`config.mk`:
```
export PLATFORM = sky130hd
export DESIGN_NAME = afu_tlx_cmd_arb_flat
export DESIGN_NICKNAME = d
export VERILOG_FILES = /design/src/rtl/afu_tlx_cmd_arb_if.sv /design/src/rtl/afu_tlx_cmd_arb.sv /design/src/flat_wrapper.sv
export SDC_FILE = /design/constraint.sdc
export NUM_CORES = 1
export LEC_CHECK = 0
export ABC_AREA = 1
export CAP_MARGIN = 40
export CORE_MARGIN = 2
export CORE_UTILIZATION = 45
export DETAILED_ROUTE_END_ITERATION = 6
export GPL_TIMING_DRIVEN = 0
export PLACE_DENSITY = 0.71
export SLEW_MARGIN = 5
export SYNTH_ARGS = -nofsm -noshare
export SYNTH_HDL_FRONTEND = slang
export SYNTH_SLANG_ARGS = --single-unit
```
`constraint.sdc`:
```
create_clock -name ha_pclock -period 9.1 [get_ports ha_pclock]
set_input_delay 1.82 -clock ha_pclock [delete_from_list [all_inputs] [get_ports ha_pclock]]
set_output_delay 1.82 -clock ha_pclock [all_outputs]
set_load 0.02 [all_outputs]
```
`src/rtl/afu_tlx_cmd_arb_if.sv`:
```
// ============================================================================
// Module   : afu_tlx_cmd_arb_if
// Brief    : AFU->TLX command/cdata arbitration bundle (requesters, credits,
//            TLX valid/select outputs).
// Revision : 1.0  initial release
// ============================================================================
`default_nettype none

interface afu_tlx_cmd_arb_if #(
    parameter int NREQ  = 4,
    parameter int SEL_W = 2
);
    logic                 tlx_afu_ready;
    logic [2:0]           tlx_afu_cmd_resp_initial_credit;
    logic [4:0]           tlx_afu_data_initial_credit;
    logic                 tlx_afu_cmd_credit;
    logic                 tlx_afu_cmd_data_credit;
    logic [NREQ-1:0]      req_valid;
    logic [3*NREQ-1:0]    req_beats;
    logic [NREQ-1:0]      req_grant;
    logic [NREQ-1:0]      req_data_ack;
    logic                 afu_tlx_cmd_valid;
    logic [SEL_W-1:0]     cmd_sel;
    logic                 afu_tlx_cdata_valid;
    logic [SEL_W-1:0]     cdata_sel;
    logic [3:0]           cmd_credit_cnt;
    logic [5:0]           data_credit_cnt;
    logic                 credit_err;

    // master: the arbiter
    modport master (
        input  tlx_afu_ready, tlx_afu_cmd_resp_initial_credit, tlx_afu_data_initial_credit,
               tlx_afu_cmd_credit, tlx_afu_cmd_data_credit, req_valid, req_beats,
        output req_grant, req_data_ack, afu_tlx_cmd_valid, cmd_sel,
               afu_tlx_cdata_valid, cdata_sel, cmd_credit_cnt, data_credit_cnt, credit_err
    );

    modport slave (
        output tlx_afu_ready, tlx_afu_cmd_resp_initial_credit, tlx_afu_data_initial_credit,
               tlx_afu_cmd_credit, tlx_afu_cmd_data_credit, req_valid, req_beats,
        input  req_grant, req_data_ack, afu_tlx_cmd_valid, cmd_sel,
               afu_tlx_cdata_valid, cdata_sel, cmd_credit_cnt, data_credit_cnt, credit_err
    );
endinterface

`default_nettype wire

```
`src/rtl/afu_tlx_cmd_arb.sv`:
```
// ============================================================================
// Module   : afu_tlx_cmd_arb
// Brief    : Round-robin arbiter and credit scheduler sequencing AFU engine
//            commands and their write-data beats onto the TLX transmit port.
// Revision : 1.0  initial release
// ============================================================================
`default_nettype none

module afu_tlx_cmd_arb #(
    parameter int NREQ  = 4,
    parameter int SEL_W = 2
) (
    input  wire               ha_pclock,
    input  wire               reset,
    afu_tlx_cmd_arb_if.master bus
);

    typedef enum logic [1:0] {
        ST_WAIT = 2'd0,
        ST_RUN  = 2'd1,
        ST_DATA = 2'd2
    } state_t;

    localparam logic [2:0] C_MAX_BEATS = 3'd4;

    state_t            r_state, w_state_nxt;
    logic [SEL_W-1:0]  r_rr_ptr, w_rr_ptr_nxt;
    logic [SEL_W-1:0]  r_data_idx, w_data_idx_nxt;
    logic [2:0]        r_beats_left, w_beats_left_nxt;
    logic [3:0]        r_cmd_cnt, w_cmd_cnt_nxt;
    logic [5:0]        r_data_cnt, w_data_cnt_nxt;
    logic [2:0]        r_cmd_max, w_cmd_max_nxt;
    logic [4:0]        r_data_max, w_data_max_nxt;
    logic              r_err, w_err_nxt;
    logic [NREQ-1:0]   r_grant, w_grant_nxt;
    logic [NREQ-1:0]   r_ack, w_ack_nxt;
    logic              r_cmd_valid, w_cmd_valid_nxt;
    logic              r_cdata_valid, w_cdata_valid_nxt;
    logic [SEL_W-1:0]  r_cmd_sel, w_cmd_sel_nxt;
    logic [SEL_W-1:0]  r_cdata_sel, w_cdata_sel_nxt;

    logic [NREQ-1:0]   w_avail;
    logic [SEL_W-1:0]  w_scan_idx;
    logic              w_found;
    logic [SEL_W-1:0]  w_idx;
    logic [2:0]        w_beats_raw;
    logic              w_beats_bad;
    logic [2:0]        w_beats;
    logic              w_issue;
    logic [3:0]        w_cmd_sum;
    logic [5:0]        w_data_sum;

    // The requester granted last cycle still shows req_valid this cycle.
    assign w_avail = bus.req_valid & ~r_grant;

    always_comb begin
        w_found    = 1'b0;
        w_idx      = '0;
        w_scan_idx = '0;
        for (int k = 1; k <= NREQ; k++) begin
            w_scan_idx = SEL_W'((int'(r_rr_ptr) + k) % NREQ);
            if (!w_found && w_avail[w_scan_idx]) begin
                w_found = 1'b1;
                w_idx   = w_scan_idx;
            end
        end
    end

    always_comb begin
        w_beats_raw = '0;
        for (int i = 0; i < NREQ; i++) begin
            if (w_idx == SEL_W'(i))
                w_beats_raw = bus.req_beats[3*i +: 3];
        end
    end

    assign w_beats_bad = (w_beats_raw > C_MAX_BEATS);
    assign w_beats     = w_beats_bad ? C_MAX_BEATS : w_beats_raw;

    // The candidate holds the slot while short of credit: no skipping.
    assign w_issue = (r_state == ST_RUN) && bus.tlx_afu_ready && w_found &&
                     (r_cmd_cnt != 4'd0) && (r_data_cnt >= {3'b000, w_beats});

    // Cannot underflow: consumption only happens when credit was available.
    assign w_cmd_sum  = r_cmd_cnt - {3'b000, w_issue} + {3'b000, bus.tlx_afu_cmd_credit};
    assign w_data_sum = r_data_cnt - {3'b000, (w_issue ? w_beats : 3'd0)}
                        + {5'b00000, bus.tlx_afu_cmd_data_credit};

    always_comb begin
        w_state_nxt       = r_state;
        w_rr_ptr_nxt      = r_rr_ptr;
        w_data_idx_nxt    = r_data_idx;
        w_beats_left_nxt  = r_beats_left;
        w_cmd_cnt_nxt     = r_cmd_cnt;
        w_data_cnt_nxt    = r_data_cnt;
        w_cmd_max_nxt     = r_cmd_max;
        w_data_max_nxt    = r_data_max;
        w_err_nxt         = r_err;
        w_grant_nxt       = '0;
        w_ack_nxt         = '0;
        w_cmd_valid_nxt   = 1'b0;
        w_cdata_valid_nxt = 1'b0;
        w_cmd_sel_nxt     = r_cmd_sel;
        w_cdata_sel_nxt   = r_cdata_sel;

        if (r_state != ST_WAIT) begin
            if (w_cmd_sum > {1'b0, r_cmd_max}) begin
                w_cmd_cnt_nxt = {1'b0, r_cmd_max};
                w_err_nxt     = 1'b1;
            end else begin
                w_cmd_cnt_nxt = w_cmd_sum;
            end
            if (w_data_sum > {1'b0, r_data_max}) begin
                w_data_cnt_nxt = {1'b0, r_data_max};
                w_err_nxt      = 1'b1;
            end else begin
                w_data_cnt_nxt = w_data_sum;
            end
        end

        case (r_state)
            ST_WAIT: begin
                if (bus.tlx_afu_ready) begin
                    w_cmd_cnt_nxt  = {1'b0, bus.tlx_afu_cmd_resp_initial_credit};
                    w_data_cnt_nxt = {1'b0, bus.tlx_afu_data_initial_credit};
                    w_cmd_max_nxt  = bus.tlx_afu_cmd_resp_initial_credit;
                    w_data_max_nxt = bus.tlx_afu_data_initial_credit;
                    w_state_nxt    = ST_RUN;
                end
            end
            ST_RUN: begin
                if (w_issue) begin
                    w_cmd_valid_nxt    = 1'b1;
                    w_cmd_sel_nxt      = w_idx;
                    w_grant_nxt[w_idx] = 1'b1;
                    w_rr_ptr_nxt       = w_idx;
                    if (w_beats_bad)
                        w_err_nxt = 1'b1;
                    if (w_beats != 3'd0) begin
                        w_state_nxt      = ST_DATA;
                        w_beats_left_nxt = w_beats;
                        w_data_idx_nxt   = w_idx;
                    end
                end
            end
            ST_DATA: begin
                w_cdata_valid_nxt     = 1'b1;
                w_cdata_sel_nxt       = r_data_idx;
                w_ack_nxt[r_data_idx] = 1'b1;
                w_beats_left_nxt      = r_beats_left - 3'd1;
                if (r_beats_left == 3'd1)
                    w_state_nxt = ST_RUN;
            end
            default: w_state_nxt = ST_WAIT;
        endcase
    end

    always_ff @(posedge ha_pclock or posedge reset) begin
        if (reset) begin
            r_state       <= ST_WAIT;
            r_rr_ptr      <= '0;
            r_data_idx    <= '0;
            r_beats_left  <= '0;
            r_cmd_cnt     <= '0;
            r_data_cnt    <= '0;
            r_cmd_max     <= '0;
            r_data_max    <= '0;
            r_err         <= 1'b0;
            r_grant       <= '0;
            r_ack         <= '0;
            r_cmd_valid   <= 1'b0;
            r_cdata_valid <= 1'b0;
            r_cmd_sel     <= '0;
            r_cdata_sel   <= '0;
        end else begin
            r_state       <= w_state_nxt;
            r_rr_ptr      <= w_rr_ptr_nxt;
            r_data_idx    <= w_data_idx_nxt;
            r_beats_left  <= w_beats_left_nxt;
            r_cmd_cnt     <= w_cmd_cnt_nxt;
            r_data_cnt    <= w_data_cnt_nxt;
            r_cmd_max     <= w_cmd_max_nxt;
            r_data_max    <= w_data_max_nxt;
            r_err         <= w_err_nxt;
            r_grant       <= w_grant_nxt;
            r_ack         <= w_ack_nxt;
            r_cmd_valid   <= w_cmd_valid_nxt;
            r_cdata_valid <= w_cdata_valid_nxt;
            r_cmd_sel     <= w_cmd_sel_nxt;
            r_cdata_sel   <= w_cdata_sel_nxt;
        end
    end

    assign bus.req_grant           = r_grant;
    assign bus.req_data_ack        = r_ack;
    assign bus.afu_tlx_cmd_valid   = r_cmd_valid;
    assign bus.cmd_sel             = r_cmd_sel;
    assign bus.afu_tlx_cdata_valid = r_cdata_valid;
    assign bus.cdata_sel           = r_cdata_sel;
    assign bus.cmd_credit_cnt      = r_cmd_cnt;
    assign bus.data_credit_cnt     = r_data_cnt;
    assign bus.credit_err          = r_err;

endmodule

`default_nettype wire

```
`src/flat_wrapper.sv`:
```
// flat-port wrapper written by rule: the top's interface ports become plain ports
module afu_tlx_cmd_arb_flat 
#(
    parameter int NREQ  = 4,
    parameter int SEL_W = 2
)
  (ha_pclock, reset, bus_tlx_afu_ready, bus_tlx_afu_cmd_resp_initial_credit, bus_tlx_afu_data_initial_credit, bus_tlx_afu_cmd_credit, bus_tlx_afu_cmd_data_credit, bus_req_valid, bus_req_beats, bus_req_grant, bus_req_data_ack, bus_afu_tlx_cmd_valid, bus_cmd_sel, bus_afu_tlx_cdata_valid, bus_cdata_sel, bus_cmd_credit_cnt, bus_data_credit_cnt, bus_credit_err);
  afu_tlx_cmd_arb_if #(.NREQ(NREQ), .SEL_W(SEL_W)) bus_i ();
  input  wire ha_pclock;
  input  wire reset;
  input wire logic [$bits(bus_i.tlx_afu_ready)-1:0] bus_tlx_afu_ready;
  input wire logic [$bits(bus_i.tlx_afu_cmd_resp_initial_credit)-1:0] bus_tlx_afu_cmd_resp_initial_credit;
  input wire logic [$bits(bus_i.tlx_afu_data_initial_credit)-1:0] bus_tlx_afu_data_initial_credit;
  input wire logic [$bits(bus_i.tlx_afu_cmd_credit)-1:0] bus_tlx_afu_cmd_credit;
  input wire logic [$bits(bus_i.tlx_afu_cmd_data_credit)-1:0] bus_tlx_afu_cmd_data_credit;
  input wire logic [$bits(bus_i.req_valid)-1:0] bus_req_valid;
  input wire logic [$bits(bus_i.req_beats)-1:0] bus_req_beats;
  output wire logic [$bits(bus_i.req_grant)-1:0] bus_req_grant;
  output wire logic [$bits(bus_i.req_data_ack)-1:0] bus_req_data_ack;
  output wire logic [$bits(bus_i.afu_tlx_cmd_valid)-1:0] bus_afu_tlx_cmd_valid;
  output wire logic [$bits(bus_i.cmd_sel)-1:0] bus_cmd_sel;
  output wire logic [$bits(bus_i.afu_tlx_cdata_valid)-1:0] bus_afu_tlx_cdata_valid;
  output wire logic [$bits(bus_i.cdata_sel)-1:0] bus_cdata_sel;
  output wire logic [$bits(bus_i.cmd_credit_cnt)-1:0] bus_cmd_credit_cnt;
  output wire logic [$bits(bus_i.data_credit_cnt)-1:0] bus_data_credit_cnt;
  output wire logic [$bits(bus_i.credit_err)-1:0] bus_credit_err;
  assign bus_i.tlx_afu_ready = bus_tlx_afu_ready;
  assign bus_i.tlx_afu_cmd_resp_initial_credit = bus_tlx_afu_cmd_resp_initial_credit;
  assign bus_i.tlx_afu_data_initial_credit = bus_tlx_afu_data_initial_credit;
  assign bus_i.tlx_afu_cmd_credit = bus_tlx_afu_cmd_credit;
  assign bus_i.tlx_afu_cmd_data_credit = bus_tlx_afu_cmd_data_credit;
  assign bus_i.req_valid = bus_req_valid;
  assign bus_i.req_beats = bus_req_beats;
  assign bus_req_grant = bus_i.req_grant;
  assign bus_req_data_ack = bus_i.req_data_ack;
  assign bus_afu_tlx_cmd_valid = bus_i.afu_tlx_cmd_valid;
  assign bus_cmd_sel = bus_i.cmd_sel;
  assign bus_afu_tlx_cdata_valid = bus_i.afu_tlx_cdata_valid;
  assign bus_cdata_sel = bus_i.cdata_sel;
  assign bus_cmd_credit_cnt = bus_i.cmd_credit_cnt;
  assign bus_data_credit_cnt = bus_i.data_credit_cnt;
  assign bus_credit_err = bus_i.credit_err;
  afu_tlx_cmd_arb #(.NREQ(NREQ), .SEL_W(SEL_W)) u_core (.ha_pclock(ha_pclock), .reset(reset), .bus(bus_i));
endmodule
```
# After elaboration in Yosys (flattened, before gate mapping)
# Index checks and enable logic that the tools add are counted.
op_classes:
  eq_ne: 10
  add_sub_neg: 9
  n_mux: 54
  n_reduce_logical: 23
  n_lt_le_gt_ge: 12
  n_bitwise: 2
ops:
  columns: ["op", "count"]
  rows:
  - ["$mux 4", 7]
  - ["$mux 3", 8]
  - ["$mux 6", 4]
  - ["$mux 1", 19]
  - ["$lt 2x3->1 const B", 6]
  - ["$mux 2", 8]
  - ["$logic_and 1x1->1", 9]
  - ["$bmux 1 s2", 4]
  - ["$add 6x1->6", 1]
  - ["$eq 2x2->1 const B", 3]
  - ["$ge 6x3->1", 1]
  - ["$gt 6x5->1", 1]
  - ["$pmux 2 s3", 1]
  - ["$pmux 3 s2", 1]
  - ["$reduce_and 3->1", 2]
  - ["$sub 6x3->6", 1]
  - ["$add 2x1->2 const B", 2]
  - ["$add 2x2->2 const B", 2]
  - ["$add 4x1->4", 1]
  - ["$and 4x4->4", 1]
  - ["$demux 1 s2", 2]
  - ["$eq 2x1->1 const B", 2]
  - ["$ge 2x1->1 const B", 2]
  - ["$gt 4x3->1", 1]
  - ["other kinds (14)", 21]
word_totals:
  elab_cells: 124
  out_inout_bits: 25
  inputBits: 29
  reg_bits: 40

# Longest topological paths before layout
# Gate-level depths: netlist (run 1).
logic_depth:
  ltp_word: 32
  ltp_mapped: 45
  depth_no_buf: 44

# Worst setup path after synthesis (run 1)
# No wires, ideal clock.
synth_path:
  kind: "input to register"
  start: "input port bus_req_valid[0]"
  end: "register u_core.r_data_cnt[0], in the netlist u_core.bus.data_credit_cnt[0]"
  path_stages: 39
  arrival_time_ps: 6610
  setup_slack_ps: 2351
  path_cell_list: "nand3_1 -> nand2_1 -> nand2_1 -> nand2_2 -> nor2_4 -> nand3_1 -> nand2_2 -> buf_6 -> nand2_4 -> or2_4 -> nand2_4 -> inv_1 -> nor2_1 -> inv_1 -> ha_1 -> o21ai_0 -> nand2_1 -> a211oi_1 -> (+3 left out) -> inv_1 -> nor2_1 -> ha_1 -> inv_1 -> ha_1 -> inv_1 -> fa_1 -> o21ai_0 -> xnor2_1 -> inv_1 -> ha_1 -> a21oi_1 -> o21bai_1 -> nand2_1 -> inv_1 -> nand2_1 -> o211ai_1 -> o221ai_1"
synth_between:
  elab_chain_len: 30
  word_cells_on_any_way: 45
synth_lines:
  columns: ["item", "line", "source"]
  rows:
  - ["start, declared", "flat_wrapper.sv:16", "input wire logic [$bits(bus_i.req_valid)-1:0] bus_req_valid;"]
  - ["$and 4x4->4 *", "afu_tlx_cmd_arb.sv:54", "assign w_avail = bus.req_valid & ~r_grant;"]
  - ["$bmux 1 s2", "afu_tlx_cmd_arb.sv:62", "if (!w_found && w_avail[w_scan_idx]) begin"]
  - ["$mux 1 (not written as such)", "afu_tlx_cmd_arb.sv:62", null]
  - ["$mux 1", "afu_tlx_cmd_arb.sv:62", null]
  - ["$logic_not 1->1", "afu_tlx_cmd_arb.sv:62", null]
  - ["$logic_and 1x1->1", "afu_tlx_cmd_arb.sv:62", null]
  - ["$mux 1", "afu_tlx_cmd_arb.sv:62", null]
  - ["$logic_not 1->1", "afu_tlx_cmd_arb.sv:62", null]
  - ["(+15 left out)", null, null]
  - ["$sub 6x3->6 *", "afu_tlx_cmd_arb.sv:86", "assign w_data_sum = r_data_cnt - {3'b000, (w_issue ? w_beats : 3'd0)}"]
  - ["$add 6x1->6 *", "afu_tlx_cmd_arb.sv:87", "+ {5'b00000, bus.tlx_afu_cmd_data_credit};"]
  - ["$gt 6x5->1", "afu_tlx_cmd_arb.sv:113", "if (w_data_sum > {1'b0, r_data_max}) begin"]
  - ["$mux 6 *", "afu_tlx_cmd_arb.sv:113", null]
  - ["$mux 6 *", "afu_tlx_cmd_arb.sv:106", "if (r_state != ST_WAIT) begin"]
  - ["$mux 6", "afu_tlx_cmd_arb.sv:123", "if (bus.tlx_afu_ready) begin"]
  - ["$mux 6 *", "afu_tlx_cmd_arb.sv:121", "case (r_state)"]
  - ["named net u_core.w_data_cnt_nxt[0]", "afu_tlx_cmd_arb.sv:31", "logic [5:0] r_data_cnt, w_data_cnt_nxt;"]
  - ["end signal, assigned", "afu_tlx_cmd_arb.sv:181", "r_data_cnt <= w_data_cnt_nxt;"]
  - ["end, declared", "afu_tlx_cmd_arb.sv:31", null]
# The timed path passes the listed nets; every way through them passes the cells marked *. The select of a mux whose other input is x is not followed.
# A chain may end at the register's enable or synchronous reset.

# Worst setup path after layout (run 1)
# Ends and elaborated chain as after synthesis.

==> impl_metrics.env, run 1 <==
export IMPL_outcome="finished clean"
export IMPL_final_setup_skew_ps=5.55
export IMPL_antenna_diode_count=0
export IMPL_worstHoldEndpoint="u_core.bus.req_data_ack[0]$_DFF_PP0_"
export IMPL_maximum_buffer_depth_of_the_clock_tree=2
export IMPL_place_worst_setup_slack_ps=1180
export IMPL_timing_final_setup_violations=0
export IMPL_met3WireLength_um=281
export IMPL_reg2reg_slack_ps=2880
export IMPL_drt_iter0_markers=104
export IMPL_critPathMostFrequentCell="inv_1"
export IMPL_met2_wirelength_um=3030
export IMPL_timing_max_cap_violations=0
export IMPL_clk_pin_slew_ps=80
export IMPL_cts_resized_gates=0
export IMPL_drt_pass1_iter_count=4
export IMPL_critical_path_endpoint_type="register"
export IMPL_final_min_period_over_clock_period_pct=83.8
export IMPL_vias=2594
export IMPL_syn_nets=435
export IMPL_layout_fillers=635
export IMPL_netlist_area_um2=2930
export IMPL_groute_usage_overall_pct=19.4
export IMPL_mostFrequentLayoutCells="77 x nand2_1, 67 x inv_1, 53 x clkdlybuf4s50_1"
export IMPL_max_freq_mhz=131
export IMPL_grt_pass1_wl_um=11300
export IMPL_yosys_warnings=0
export IMPL_first_global_vias=2564
export IMPL_syn_avg_cell_area_um2=7.89
export IMPL_clockRootBuffer="clkbuf_8"
export IMPL_timing_hold_worst_class="reg2reg"
export IMPL_post_synthesis_to_final_layout_area_growth_pct=26.1
export IMPL_yosysTopAreaCellShare_pct=34.1
export IMPL_cp_max_fo=10
export IMPL_synth_sequential_area_ratio_pct=34.1
export IMPL_r2r_end="u_core.bus.data_credit_cnt[0]$_DFF_PP0_"
export IMPL_routed_wirelength_um=6500
export IMPL_slew_limit_headroom_pct=72.4
export IMPL_initial_core_util_pct=46.5
export IMPL_cts_hold_repair_buffers=0
export IMPL_layout_min_cycle_time_ps=7630
export IMPL_cts_setup_buffers=0
export IMPL_route_detailed_vias_per_inst=5.08
export IMPL_maximum_number_of_pins_on_one_net_before_global_route_repair=25
export IMPL_die_h_um=84.7
export IMPL_die_w_um=84.7
export IMPL_timing_critical_path_slowest_cell_delay_ps=480
export IMPL_synth_cell_types=37
export IMPL_max_transition_viols_final=0
export IMPL_synthesized_instance_count=372
export IMPL_reg2regPathDepth=42
export IMPL_die_area_um2=7180
export IMPL_cts_made_buffers=5
export IMPL_synth_top_cells_by_area="dfrtp_1 34%, ha_1 14%, nand2_1 9.9%"
export IMPL_finalHoldViolations=0
export IMPL_std_cell_rows=29
export IMPL_dr_max_layer_used="met4"
export IMPL_cts_tree="yes"
export IMPL_share_of_synthesized_registers_carrying_an_async_set_or_reset_pct=100
export IMPL_critical_path_arrival_ps=7790
export IMPL_area_sequential_um2=1000
export IMPL_timing_worst_setup_path_type="in2reg"
export IMPL_layout_drive_gt1_share_pct=8.53
export IMPL_overflow_after_grt=0
export IMPL_antenna_found_initial=0
export IMPL_required_ps=9260
export IMPL_fin_util_pct=58.6
export IMPL_port_buffers=53
export IMPL_worst_setup_path_start_kind="input pin"
export IMPL_worst_skew_pair_late_latency_ps=290
export IMPL_core_area_um2=6310
export IMPL_detailedPlacementHpwl_um=5230
export IMPL_reg2reg_from="u_core.r_rr_ptr[0]$_DFFE_PP0P_"
export IMPL_worst_slew_pin_slew_ps=414
export IMPL_timing_hold_worst_start="u_core.r_data_idx[0]$_DFFE_PP0P_"
export IMPL_drc=0
export IMPL_final_common_cell="nand2_1"
export IMPL_finalWorstSetupSlack_ps=1470
export IMPL_hold_depth=1
export IMPL_setup_tns_final_ps=0
export IMPL_post_synth_top_area_cell="dfrtp_1"
export IMPL_routabilityCongestion=0.907
export IMPL_hold_worst_slack_ps=493
export IMPL_cts_htree_levels=2
export IMPL_rsz0062_at_grt="no"
export IMPL_drt_met1_wl_um=3140
export IMPL_cp_slowest_cell="clkdlybuf4s50_1"
export IMPL_clock_sinks=40
export IMPL_ys_ff_latch=40
export IMPL_ys_flop_type="dfrtp_1"
export IMPL_multiInputGateArea_um2=1630
export IMPL_synth_edff_count=0
export IMPL_final_nets=496
export IMPL_drtAntennaViolNets=0
export IMPL_average_wire_length_per_cell_after_detail_routing_um=12.7
export IMPL_floorplan_io_pins=54
-- flip-flops by register name (all words and copies together) (netlist names), 2 cells and up --
signal and cells:
u_core.bus.data_credit_cnt 6, u_core.r_state 2, u_core.bus.cdata_sel 2, u_core.r_data_max 5, u_core.bus.req_grant 4, u_core.bus.req_data_ack 4
u_core.r_rr_ptr 2, u_core.r_beats_left 3, u_core.r_cmd_max 3, u_core.r_data_idx 2, u_core.bus.cmd_credit_cnt 4
-- worst max-delay path, delay by kind of cell --
kind / cells / cell delay, ps
and+or+nand+nor: 18 / 2340
adders and majority gates: 5 / 1350
buffers and inverters: 8 / 1110
xor gates and xnor gates: 1 / 150
AOI/OAI and AO/OA: 8 / 990
-- synthesized netlist by cell type, drive strengths merged (2+ instances only) --
cell / number
nand3b: 3
or2: 4
buf: 2
nand2: 88
a21oi: 18
nand4: 8
o21ai: 28
clkbuf: 2
inv: 70
ha: 32
xnor2: 4
fa: 2
nand3: 32
dfrtp: 40
nor3: 4
nor2: 19
o221ai: 6
o211ai: 4
-- worst max-delay path by stage --
stage	from	endpoint	slack (ps)	cells past startpoint
global route	bus_req_valid[0]	u_core.bus.credit_err$_DFF_PP0_	760	40
global placement	bus_req_valid[0]	u_core.bus.data_credit_cnt[0]$_DFF_PP0_	1260	40
finish	bus_req_valid[0]	u_core.bus.data_credit_cnt[0]$_DFF_PP0_	1470	40
detailed placement	bus_req_valid[0]	u_core.bus.data_credit_cnt[0]$_DFF_PP0_	1180	40
CTS	bus_req_valid[0]	u_core.bus.data_credit_cnt[0]$_DFF_PP0_	1460	40
floorplan	bus_req_valid[0]	u_core.bus.data_credit_cnt[0]$_DFF_PP0_	2350	39
-- final cells by class --
| class | count | area share, % |
|---|---|---|
| Multi-Input combinational cell | 257 | 44.0 |
| Sequential cell | 40 | 27.1 |
| Timing Repair Buffer | 54 | 15.1 |
| Inverter | 71 | 7.41 |
| Tap cell | 77 | 2.60 |
| Clock buffer | 5 | 1.86 |
| Clock inverter | 3 | 1.15 |
| Buffer | 4 | 0.812 |
-- per-layer routing --
layer	global-route usage (%)	vias up
met5	0	-
met4	4.62	0
met3	3.44	5
met2	32.0	57
met1	26.5	1195
li1	-	1337
-- through the flow --
step,std cells,instance area (um^2)
2_1_floorplan,372,2930
3_3_place_gp,502,3560
3_5_place_dp,503,3590
4_1_cts,511,3700
5_1_grt,511,3700
6_report,511,3700
-- cell families (layout without fill, tap and decap cells) --
logic type	count (synthesis)	count (layout)	synth area share [%]
AND/OR/NAND/NOR	158	158	27.2
buffers and inverters	75	137	10.4
flip-flops	40	40	34.1
XOR/XNOR	5	5	1.49
AO/OA/AOI/OAI	60	60	11.9
adder cells (fa/ha/maj)	34	34	15.0
Power of run 1 is not shown: default switching activity piles up to over one toggle a cycle in this logic, so the estimate is an artifact.
==> run 2: changes to the inputs <==
==> constraint.sdc (replaced) <==
create_clock -name ha_pclock -period 7.1 [get_ports ha_pclock]
set_input_delay 1.42 -clock ha_pclock [delete_from_list [all_inputs] [get_ports ha_pclock]]
set_output_delay 1.42 -clock ha_pclock [all_outputs]
set_load 0.02 [all_outputs]
==> impl_metrics.env, run 2 (synthesized netlist as in run 1, its figures left out) <==
export IMPL_outcome="finished clean"
export IMPL_drc=0
export IMPL_die_w_um=84.7
export IMPL_critical_path_arrival_ps=6910
export IMPL_layout_fillers=622
export IMPL_timing_critical_path_slowest_cell_delay_ps=480
export IMPL_layout_drive_gt1_share_pct=12.9
export IMPL_maximum_buffer_depth_of_the_clock_tree=2
export IMPL_average_wire_length_per_cell_after_detail_routing_um=13.1
export IMPL_grt_pass1_wl_um=11400
export IMPL_clockRootBuffer="clkbuf_8"
export IMPL_cts_tree="yes"
export IMPL_routed_wirelength_um=6780
export IMPL_clock_sinks=40
export IMPL_reg2reg_from="u_core.r_rr_ptr[0]$_DFFE_PP0P_"
export IMPL_antenna_found_initial=0
export IMPL_cp_slowest_cell="clkdlybuf4s50_1"
export IMPL_worst_slew_pin_slew_ps=437
export IMPL_worst_setup_path_start_kind="input pin"
export IMPL_drt_iter0_markers=93
export IMPL_setup_worst_path_end="u_core.bus.data_credit_cnt[0]$_DFF_PP0_"
export IMPL_multiInputGateArea_um2=1690
export IMPL_overflow_after_grt=0
export IMPL_final_min_period_over_clock_period_pct=95.0
export IMPL_fin_util_pct=60.3
export IMPL_timing_final_setup_violations=0
export IMPL_worst_skew_pair_late_latency_ps=290
export IMPL_post_synthesis_to_final_layout_area_growth_pct=29.8
export IMPL_critical_path_endpoint_type="register"
export IMPL_port_buffers=53
export IMPL_groute_usage_overall_pct=19.5
export IMPL_timing_worst_setup_path_type="in2reg"
export IMPL_max_transition_viols_final=0
export IMPL_r2r_end="u_core.bus.data_credit_cnt[0]$_DFF_PP0_"
export IMPL_std_cell_rows=29
export IMPL_initial_core_util_pct=46.5
export IMPL_floorplan_io_pins=54
export IMPL_finalHoldViolations=0
export IMPL_cts_htree_levels=2
export IMPL_area_sequential_um2=1000
export IMPL_routabilityCongestion=0.907
export IMPL_slew_limit_headroom_pct=70.6
export IMPL_final_common_cell="nand2_1"
export IMPL_cts_hold_repair_buffers=0
export IMPL_vias=2679
export IMPL_maximum_number_of_pins_on_one_net_before_global_route_repair=25
export IMPL_core_area_um2=6310
export IMPL_final_setup_skew_ps=5.75
export IMPL_max_freq_mhz=148
export IMPL_antenna_diode_count=0
export IMPL_critPathMostFrequentCell="nand2_1"
export IMPL_final_nets=504
export IMPL_cp_max_fo=9
export IMPL_required_ps=7260
export IMPL_route_detailed_vias_per_inst=5.16
export IMPL_detailedPlacementHpwl_um=5230
export IMPL_layout_min_cycle_time_ps=6750
export IMPL_largest_register_ffs=6
export IMPL_die_h_um=84.7
export IMPL_mostFrequentLayoutCells="76 x nand2_1, 65 x inv_1, 53 x clkdlybuf4s50_1"
export IMPL_reg2regPathDepth=42
export IMPL_reg2reg_slack_ps=1300
export IMPL_timing_max_cap_violations=0
export IMPL_clk_pin_slew_ps=80
export IMPL_die_area_um2=7180
export IMPL_drtAntennaViolNets=0
export IMPL_drt_pass1_iter_count=4
export IMPL_timing_hold_worst_class="reg2reg"
export IMPL_cp_launch_point="bus_req_valid[2]"
export IMPL_first_global_vias=2585
export IMPL_cts_made_buffers=5
-- run 2: metrics by stage --
| stage | std cells | TNS (ps) | instance area [um^2] | worst slack, ps | hold slack, ps |
|---|---|---|---|---|---|
| floorplan | 372 | 0 | 2930 | 751 | 442 |
| global placement | 502 | -1680 | 3560 | -344 | 459 |
| detailed placement | 503 | -2180 | 3590 | -416 | 471 |
| CTS | 513 | 0 | 3720 | 78.6 | 492 |
| global route | 519 | -88.5 | 3810 | -28.4 | 514 |
| finish | 519 | 0 | 3810 | 353 | 493 |
-- run 2: what timing repair did --
item	in CTS	in global routing
hold endpoints to repair	0	0
pin swaps	1	5
cloned	0	1
setup endpoints to repair	6	9
setup buffers	2	5
resized for setup	1	18
-- run 2: worst max-delay path, delay by kind of cell --
family	cells	cell delay [ps]
buffers and inverters	8	1050
adder cells (fa/ha/maj)	5	1460
AO/OA/AOI/OAI	9	1200
AND/OR/NAND/NOR	18	1750
-- run 2: layer usage --
layer,vias to the layer above,global-route usage [%],wire [um]
li1,1360,-,-
met1,1243,26.6,3110
met2,69,32.6,3270
met3,7,3.44,326
met4,0,4.47,77
met5,-,0,0
-- run 2: how the worst min path moves through the flow --
stage	start	to	slack, ps	cells past startpoint
floorplan	u_core.r_beats_left[1]$_DFFE_PP0P_	u_core.r_beats_left[1]$_DFFE_PP0P_	440	2
global placement	u_core.r_beats_left[1]$_DFFE_PP0P_	u_core.r_beats_left[1]$_DFFE_PP0P_	460	2
detailed placement	u_core.r_beats_left[1]$_DFFE_PP0P_	u_core.r_beats_left[1]$_DFFE_PP0P_	470	2
CTS	u_core.r_beats_left[1]$_DFFE_PP0P_	u_core.r_beats_left[1]$_DFFE_PP0P_	490	2
global route	u_core.r_data_max[3]$_DFFE_PP0P_	u_core.r_data_max[3]$_DFFE_PP0P_	510	2
finish	u_core.r_beats_left[1]$_DFFE_PP0P_	u_core.r_beats_left[1]$_DFFE_PP0P_	490	2
-- run 2: final cells by class --
type	instances	share of cell area [%]
plain buffers	4	0.788
repair buffers	61	16.0
inverters	71	7.19
clock buffers	5	1.81
multi-input cells	258	44.3
well taps	77	2.53
flip-flops and latches	40	26.3
clock inverters	3	1.12
Power of run 2 is left out for the same reason.
==> run 3: changes to the inputs <==
--- a/config.mk
+++ b/config.mk
@@ -6,10 +6,10 @@
 export NUM_CORES = 1
 export LEC_CHECK = 0
 export ABC_AREA = 1
-export CAP_MARGIN = 40
 export CORE_MARGIN = 2
 export CORE_UTILIZATION = 45
 export DETAILED_ROUTE_END_ITERATION = 6
+export GPL_ROUTABILITY_DRIVEN = 0
 export GPL_TIMING_DRIVEN = 0
 export PLACE_DENSITY = 0.71
 export SLEW_MARGIN = 5
==> impl_metrics.env, run 3 (synthesized netlist as in run 1, its figures left out) <==
export IMPL_drt_pass1_iter_count=4
export IMPL_multiInputGateArea_um2=1690
export IMPL_post_layout_nonfiller_instances=519
export IMPL_floorplan_io_pins=54
export IMPL_final_min_period_over_clock_period_pct=95.0
export IMPL_die_h_um=84.7
export IMPL_critical_path_endpoint_type="register"
export IMPL_post_synthesis_to_final_layout_area_growth_pct=29.8
export IMPL_routed_wirelength_um=6780
export IMPL_grt_pass1_wl_um=11400
export IMPL_final_nets=504
export IMPL_die_area_um2=7180
export IMPL_critPathMostFrequentCell="nand2_1"
export IMPL_place_worst_setup_slack_ps=-416
export IMPL_required_ps=7260
export IMPL_slew_limit_headroom_pct=70.6
export IMPL_mostFrequentLayoutCells="76 x nand2_1, 65 x inv_1, 53 x clkdlybuf4s50_1"
export IMPL_max_freq_mhz=148
export IMPL_cts_tree="yes"
export IMPL_groute_usage_overall_pct=19.5
export IMPL_largest_register_ffs=6
export IMPL_hold_worst_slack_ps=493
export IMPL_dp_cells=503
export IMPL_detailedPlacementHpwl_um=5230
export IMPL_finalHoldViolations=0
export IMPL_die_w_um=84.7
export IMPL_timing_final_setup_violations=0
export IMPL_timing_hold_worst_start="u_core.r_beats_left[1]$_DFFE_PP0P_"
export IMPL_worst_slew_pin_slew_ps=437
export IMPL_reg2regPathDepth=42
export IMPL_clockRootBuffer="clkbuf_8"
export IMPL_area_sequential_um2=1000
export IMPL_reg2reg_slack_ps=1300
export IMPL_antenna_found_initial=0
export IMPL_max_transition_viols_final=0
export IMPL_layout_min_cycle_time_ps=6750
export IMPL_outcome="finished clean"
export IMPL_drc=0
export IMPL_overflow_after_grt=0
export IMPL_worstHoldEndpoint="u_core.r_beats_left[1]$_DFFE_PP0P_"
export IMPL_first_global_vias=2585
export IMPL_reg2reg_from="u_core.r_rr_ptr[0]$_DFFE_PP0P_"
export IMPL_cts_htree_levels=2
export IMPL_vias=2679
export IMPL_r2r_end="u_core.bus.data_credit_cnt[0]$_DFF_PP0_"
export IMPL_clk_pin_slew_ps=80
export IMPL_worst_path_buf_inv=8
export IMPL_initial_core_util_pct=46.5
export IMPL_port_buffers=53
export IMPL_worst_skew_pair_late_latency_ps=290
export IMPL_layout_drive_gt1_share_pct=12.9
export IMPL_timing_worst_setup_path_type="in2reg"
export IMPL_drt_iter0_markers=93
export IMPL_average_wire_length_per_cell_after_detail_routing_um=13.1
export IMPL_maximum_number_of_pins_on_one_net_before_global_route_repair=25
export IMPL_worst_setup_path_start_kind="input pin"
export IMPL_maximum_buffer_depth_of_the_clock_tree=2
export IMPL_cp_slowest_cell="clkdlybuf4s50_1"
export IMPL_route_detailed_vias_per_inst=5.16
export IMPL_cts_made_buffers=5
export IMPL_cts_hold_repair_buffers=0
export IMPL_timing_critical_path_slowest_cell_delay_ps=480
export IMPL_std_cell_rows=29
export IMPL_critical_path_arrival_ps=6910
export IMPL_layout_fillers=622
export IMPL_clock_sinks=40
export IMPL_fin_util_pct=60.3
export IMPL_core_area_um2=6310
export IMPL_final_setup_skew_ps=5.75
export IMPL_finalWorstSetupSlack_ps=353
export IMPL_antenna_diode_count=0
export IMPL_final_common_cell="nand2_1"
export IMPL_timing_max_cap_violations=0
export IMPL_hold_depth=2
export IMPL_worst_path_dominant_cell_family="simple AND/OR/NAND/NOR gates"
export IMPL_timing_hold_worst_class="reg2reg"
export IMPL_cp_max_fo=9
export IMPL_drtAntennaViolNets=0
[run 3: cell type report]
cell class / count / area share (%)
plain buffers: 4 / 0.788
clock buffers: 5 / 1.81
clock inverters: 3 / 1.12
inverters: 71 / 7.19
multi-input cells: 258 / 44.3
flip-flops and latches: 40 / 26.3
well taps: 77 / 2.53
repair buffers: 61 / 16.0
[run 3: worst max-delay path by stage]
stage	from	endpoint	slack [ps]	depth (start not counted)
final	bus_req_valid[2]	u_core.bus.data_credit_cnt[0]$_DFF_PP0_	350	40
after global routing	bus_req_valid[0]	u_core.bus.data_credit_cnt[0]$_DFF_PP0_	-30	40
after CTS	bus_req_valid[0]	u_core.bus.data_credit_cnt[0]$_DFF_PP0_	80	40
after detailed placement	bus_req_valid[0]	u_core.bus.data_credit_cnt[0]$_DFF_PP0_	-420	40
after global placement	bus_req_valid[0]	u_core.bus.data_credit_cnt[0]$_DFF_PP0_	-340	40
after floorplan	bus_req_valid[0]	u_core.bus.data_credit_cnt[0]$_DFF_PP0_	750	39
[run 3: worst min-delay path, cell delays in order (launching register included)]
cell and delay, ps:
dfrtp_1 350, nand2_1 60, nand2_1 50
[run 3: layer usage]
layer / global-route usage (%) / wire [um]
met1: 26.6 / 3110
met2: 32.6 / 3270
met3: 3.44 / 326
met4: 4.47 / 77
met5: 0 / 0
[run 3: metrics by stage]
stage | setup TNS (ps) | instance area, um^2
global placement | -1680 | 3560
global route | -88.5 | 3810
detailed placement | -2180 | 3590
floorplan | 0 | 2930
finish | 0 | 3810
CTS | 0 | 3720
[run 3: timing repair]
item                                    4_1_cts  5_1_grt
cloned                                        0        1
pin swaps                                     1        5
gates resized for setup                       1       18
endpoints found under the setup margin        6        9
buffers inserted                              2        5
Power of run 3 is left out for the same reason.
